<file path="src/rtl/dsp_wdata_router.sv">
// W-channel dispatcher: steers each write burst to the slave picked by its AW via a route FIFO.
// Optional burst-length checker enabled by defining DSP_W_LEN_CHK_EN.
module dsp_wdata_router #(
  parameter int SLV_AMT     = 2,
  parameter int DATA_WIDTH  = 32,
  parameter int LEN_W       = 8,
  parameter int ROUTE_DEPTH = 4,
  parameter int SLV_ID_W    = $clog2(SLV_AMT)
) (
  input  logic                          ACLK_i,
  input  logic                          ARESETn_i,
  input  logic [DATA_WIDTH-1:0]         m_WDATA_i,
  input  logic                          m_WLAST_i,
  input  logic                          m_WVALID_i,
  output logic                          m_WREADY_o,
  input  logic                          dsp_AW_push_i,
  input  logic [SLV_ID_W-1:0]           dsp_AW_slv_id_i,
  input  logic [LEN_W-1:0]              dsp_AW_len_i,
  output logic                          dsp_AW_full_o,
  output logic [DATA_WIDTH*SLV_AMT-1:0] sa_WDATA_o,
  output logic [SLV_AMT-1:0]            sa_WLAST_o,
  output logic [SLV_AMT-1:0]            sa_WVALID_o,
  input  logic [SLV_AMT-1:0]            sa_WREADY_i,
  output logic                          w_len_err_o
);

  localparam int PTR_W = $clog2(ROUTE_DEPTH);
  localparam logic [SLV_ID_W:0] SLV_AMT_L = SLV_AMT[SLV_ID_W:0];

  logic [DATA_WIDTH-1:0] r_wb_data [2];
  logic [1:0]            r_wb_last;
  logic                  r_wb_rd;
  logic                  r_wb_wr;
  logic [1:0]            r_wb_cnt;

  logic [SLV_ID_W-1:0]   r_rt_id [ROUTE_DEPTH];
  logic [PTR_W-1:0]      r_rt_rd;
  logic [PTR_W-1:0]      r_rt_wr;
  logic [PTR_W:0]        r_rt_cnt;

  logic                  w_wb_push;
  logic                  w_hs;
  logic                  w_fwd;
  logic                  w_in_range;
  logic                  w_slv_rdy;
  logic                  w_rt_pop;
  logic                  w_rt_push;
  logic [SLV_AMT-1:0]    w_sel;
  logic [DATA_WIDTH-1:0] w_head_data;
  logic                  w_head_last;
  logic [SLV_ID_W-1:0]   w_head_id;

  assign m_WREADY_o    = (r_wb_cnt != 2'd2);
  assign dsp_AW_full_o = (r_rt_cnt == (PTR_W+1)'(ROUTE_DEPTH));

  assign w_head_data = r_wb_data[r_wb_rd];
  assign w_head_last = r_wb_last[r_wb_rd];
  assign w_head_id   = r_rt_id[r_rt_rd];

  assign w_wb_push  = m_WVALID_i & m_WREADY_o;
  assign w_fwd      = (r_wb_cnt != 2'd0) && (r_rt_cnt != '0);
  assign w_in_range = ({1'b0, w_head_id} < SLV_AMT_L);

  always_comb begin
    w_sel = '0;
    for (int i = 0; i < SLV_AMT; i++) begin
      w_sel[i] = (w_head_id == SLV_ID_W'(i));
    end
  end

  // Out-of-range IDs are a decode-error sink: no slave sees them, beats drain one per cycle.
  assign w_slv_rdy = |(w_sel & sa_WREADY_i);
  assign w_hs      = w_fwd & (w_in_range ? w_slv_rdy : 1'b1);
  assign w_rt_pop  = w_hs & w_head_last;
  assign w_rt_push = dsp_AW_push_i & (~dsp_AW_full_o | w_rt_pop);

  assign sa_WVALID_o = (w_fwd && w_in_range) ? w_sel : '0;
  assign sa_WDATA_o  = {SLV_AMT{w_head_data}};
  assign sa_WLAST_o  = {SLV_AMT{w_head_last}};

  always_ff @(posedge ACLK_i or negedge ARESETn_i) begin
    if (!ARESETn_i) begin
      for (int i = 0; i < 2; i++) r_wb_data[i] <= '0;
      r_wb_last <= '0;
      r_wb_rd   <= 1'b0;
      r_wb_wr   <= 1'b0;
      r_wb_cnt  <= 2'd0;
    end else begin
      if (w_wb_push) begin
        r_wb_data[r_wb_wr] <= m_WDATA_i;
        r_wb_last[r_wb_wr] <= m_WLAST_i;
        r_wb_wr            <= ~r_wb_wr;
      end
      if (w_hs) r_wb_rd <= ~r_wb_rd;
      if (w_wb_push && !w_hs)      r_wb_cnt <= r_wb_cnt + 2'd1;
      else if (!w_wb_push && w_hs) r_wb_cnt <= r_wb_cnt - 2'd1;
    end
  end

  always_ff @(posedge ACLK_i or negedge ARESETn_i) begin
    if (!ARESETn_i) begin
      for (int i = 0; i < ROUTE_DEPTH; i++) r_rt_id[i] <= '0;
      r_rt_rd  <= '0;
      r_rt_wr  <= '0;
      r_rt_cnt <= '0;
    end else begin
      if (w_rt_push) begin
        r_rt_id[r_rt_wr] <= dsp_AW_slv_id_i;
        r_rt_wr          <= r_rt_wr + 1'b1;
      end
      if (w_rt_pop) r_rt_rd <= r_rt_rd + 1'b1;
      if (w_rt_push && !w_rt_pop)      r_rt_cnt <= r_rt_cnt + 1'b1;
      else if (!w_rt_push && w_rt_pop) r_rt_cnt <= r_rt_cnt - 1'b1;
    end
  end

`ifdef DSP_W_LEN_CHK_EN
  logic [LEN_W-1:0] r_rt_len [ROUTE_DEPTH];
  logic [LEN_W-1:0] r_beat_cnt;
  logic             r_len_err;

  always_ff @(posedge ACLK_i or negedge ARESETn_i) begin
    if (!ARESETn_i) begin
      for (int i = 0; i < ROUTE_DEPTH; i++) r_rt_len[i] <= '0;
    end else if (w_rt_push) begin
      r_rt_len[r_rt_wr] <= dsp_AW_len_i;
    end
  end

  // Flags a WLAST that arrives early or late relative to AWLEN; routing still follows WLAST.
  always_ff @(posedge ACLK_i or negedge ARESETn_i) begin
    if (!ARESETn_i) begin
      r_beat_cnt <= '0;
      r_len_err  <= 1'b0;
    end else begin
      r_len_err <= 1'b0;
      if (w_hs) begin
        if (w_head_last) begin
          r_beat_cnt <= '0;
          r_len_err  <= (r_beat_cnt != r_rt_len[r_rt_rd]);
        end else begin
          r_beat_cnt <= r_beat_cnt + 1'b1;
          r_len_err  <= (r_beat_cnt == r_rt_len[r_rt_rd]);
        end
      end
    end
  end

  assign w_len_err_o = r_len_err;
`else
  logic w_unused_len;
  assign w_unused_len = ^dsp_AW_len_i;
  assign w_len_err_o  = 1'b0;
`endif

endmodule
</file>
<file path="config.mk">
export PLATFORM = sky130hd
export DESIGN_NAME = dsp_wdata_router
export DESIGN_NICKNAME = d
export VERILOG_FILES = /design/src/rtl/dsp_wdata_router.sv
export SDC_FILE = /design/constraint.sdc
export NUM_CORES = 1
export LEC_CHECK = 0
export CAP_MARGIN = 20
export CORE_MARGIN = 1.5
export CORE_UTILIZATION = 30
export CTS_CLUSTER_SIZE = 16
export DETAILED_ROUTE_END_ITERATION = 10
export SYNTH_ARGS = -nofsm -noshare
export SYNTH_HDL_FRONTEND = slang
export SYNTH_SLANG_ARGS = --single-unit
</file>
<file path="constraint.sdc">
create_clock -name ACLK_i -period 7.8 [get_ports ACLK_i]
set_clock_uncertainty 0.1 [all_clocks]
set_input_delay 0.78 -clock ACLK_i [delete_from_list [all_inputs] [get_ports ACLK_i]]
set_output_delay 0.78 -clock ACLK_i [all_outputs]
set_load 0.02 [all_outputs]
</file>
==> summary.txt <==
Clocking
  • Hold buffers post-CTS: 0
  • Setup Fix Bufs, Post-CTS: 0
  • CTS clk-pin slew, worst paths: around 0.060 ns
  • Clock root buffer: clkbuf_16
  • CTS tree: done
  • Clock sinks: about 80
  • Resized Gates After CTS: 0
  • Longest Clk Path Bufs: 2
  • H-tree depth: 3
  • Clock Latency Late Sink: about 0.34 ns
  • CTS Buf Count: 9

Timing
  • Tmin final: ~3.8 ns
  • Setup TNS: 0 ns
  • Final Slew Violations: 0
  • Final Cycle Share: between 40% and 50%
  • Post-route setup slack: 4.05 ns
  • # setup viols final: 0
  • Fin Hold WS: about 0.28 ns
  • Max frequency: around 270 MHz
  • Slew margin rel.: roughly two fifths
  • RSZ-0062 raised after global routing: false
  • Slew @ Worst Pin: around 0.93 ns
  • Fin. Hold Viols: 0

Critical path
  • Required time of the critical path: between 6 and 7 ns
  • R2r worst-path depth: 9
  • Setup CP Type: reg2out
  • Worst path arrival time: 2.87 ns
  • Startpoint types: register
  • Max FO, Critical Path: 34
  • CP Capture Type: primary output

Place
  • Dpl hpwl: around 5.3 mm
  • Worst slack, placed: between 4 and 5 ns
  • RD Place Congestion: around 0.69
  • # port buffers: 109
  • Post-DP Area: approximately 5100 sq um

GRT
  • First-pass GRT wire length: 13.4 mm
  • Antenna violations before repair: 0
  • Gr usage total: about an eighth
  • Pin count of the biggest net entering global routing: 82
  • Vias in the first global route: 2652
  • Global route overflow: 0

Layout
  • Nets@finish: 438
  • Commonest non-fill, non-tap cell in the layout: clkdlybuf4s50_1
  • Diodes inserted: 0
  • Fillers: around 1200
  • Area occupied by multi-input gates: 1680 sq um
  • Most frequent cells in the layout: clkdlybuf4s50_1, mux2_2, dfrtp_1, nor2_1, clkbuf_16
  • FF/Latch Area: between 2000 and 2500 sq um
  • Share of cells above drive strength 1: approximately a third
  • Final instance area: between 5000 and 6000 sq um
  • P&R area growth vs syn: 34.9%

Route
  • Vias/cell: around 4.5
  • DRC violation total after the first TritonRoute iteration: between 90 and 100
  • DRT antenna net count: 0
  • Routed wire length: 8.04 mm
  • DR WL/cell: around 14 microns
  • Vias: 2515
  • Drt first pass iters: 4
  • DRC viols: 0

Power and ir drop
  • Leak Pwr: roughly 2.2 nW
  • Net Sw Frac: between 30% and 40%
  • Clock Power Share: roughly 15%
  • Peak VDD IR: 0.000197 V
  • P per Cell Area: 541 nW/um^2
  • Internal: around 1.8 mW
  • Final Power: a little under 3 mW
  • Sequential power share: 27.2%
  • Switching power: roughly 1.1 mW
  • Comb power frac: between 50% and 60%

Die
  • I/O Pins: 119
  • Rows: 42
  • Die W: 119 microns
  • Die area: about 14000 sq um
  • Core area: 13200 sq um
  • Starting Density: 30.6%
  • Die Height: between 100 and 150 microns

Hold path
  • Hold Crit Class: in2async

Yosys
  • Synthesis-stage register bit count: between 80 and 90
  • Syn Nets: roughly 360
  • Unique cell type count in the Yosys netlist: 34
  • Syn avg cell area: around 13 sq um
  • Synth warn: 0
  • Post-Syn Instances: 306
  • Register area share after synthesis: 50.2%
  • Syn Std Cell Area: a little over 4000 sq um

Run
  • Max-Cap Viols: 0

Run status
  • Outcome: complete, no violations
## layout make-up
type                    count  share of cell area [%]
flip-flops and latches     81                    37.2
multi-input cells         170                    30.8
clock buffers              15                    5.47
well taps                 176                    4.04
inverters                   7                   0.482
clock inverters             1                   0.551
repair buffers            114                    21.5
## synthesized netlist by cell type
cell      count  area [sq um]
mux2_4        1          15.0
nor3b_1       3          22.5
fa_1          1          20.0
buf_4        35           263
nand2b_1      1          6.26
a311oi_1      1          8.76
and2_1        2          12.5
mux2i_1       2          20.0
o211ai_2      1          12.5
a21oi_2       4          35.0
nor2_1       10          37.5
nand3_1       2          10.0
nor3_1        5          25.0
mux4_2        1          22.5
xnor2_1       4          35.0
mux2_1        4          45.0
o211ai_1      1          7.51
o31ai_1       1          7.51
clkbuf_1      3          11.3
conb_1        1          3.75
nand2_1       8          30.0
o32ai_1       1          8.76
buf_1         3          11.3
o22ai_1       1          6.26
dfrtp_1      81          2030
inv_1         7          26.3
ha_1          6          75.1
nand4_1       1          6.26
o32a_1        1          10.0
a31oi_1       1          6.26
mux2_2       99          1110
buf_2         7          35.0
or4_1         1          7.51
xor2_1        6          52.6
## path summary, 6_finish.rpt
check | slack, ns | startpoint | to
min reg2reg | 0.39 | r_rt_id[2] | r_rt_id[2]
max | 4.05 | r_wb_rd | sa_WLAST_o[1]
min in group ACLK_i | 0.39 | r_rt_id[2] | r_rt_id[2]
max in group asynchronous | 6.71 | ARESETn_i | r_wb_rd
max reg2reg | 4.59 | r_wb_rd | r_rt_cnt[2]
min | 0.28 | ARESETn_i | r_wb_data[27]
## through the flow
stage | util (%) | instances
after floorplan | - | 306
after global placement | 38.3 | 544
after detailed placement | 38.4 | 545
after CTS | 40.9 | 561
after global routing | 41.3 | 564
final | 41.3 | 564
## worst max-delay path, stage by stage (launching register included)
cell             delay, ns
dfrtp_2               0.98
mux2i_1               0.78
inv_1                 0.18
clkdlybuf4s50_1       0.59
## flip-flops by register name, summed over array words and instances (netlist names)
| name | cells |
|---|---|
| r_wb_data | 64 |
| r_rt_id | 4 |
| r_rt_cnt | 3 |
| r_rt_rd | 2 |
| r_rt_wr | 2 |
| r_wb_cnt | 2 |
| r_wb_last | 2 |
| r_wb_rd | 1 |
| r_wb_wr | 1 |
## power by group through the flow
stage	sequential (mW)	clock, mW	combinational, mW
after floorplan	0.732	0	1.24
after global placement	0.799	0	1.67
after detailed placement	0.812	0	1.70
after CTS	0.805	0.472	1.71
after global routing	0.838	0.494	1.81
final	0.802	0.454	1.69
## cells by family after synthesis
logic type	share of synthesized area [%]
mux	30.2
flops	50.2
buf+inv	8.58
simple gates	3.90
compound gates	2.54
xor+xnor	2.17
fa+ha+maj	2.36
other cells	0.0929
## routing by layer
layer  wire length [microns]  track usage, %  part of all wire (%)
met5                       0               0                     0
met4                      82            5.20                   1.0
met3                     369            4.02                   4.6
met2                    3900            19.5                    49
met1                    3680            15.2                    46
(Power assumes the default switching activity.)
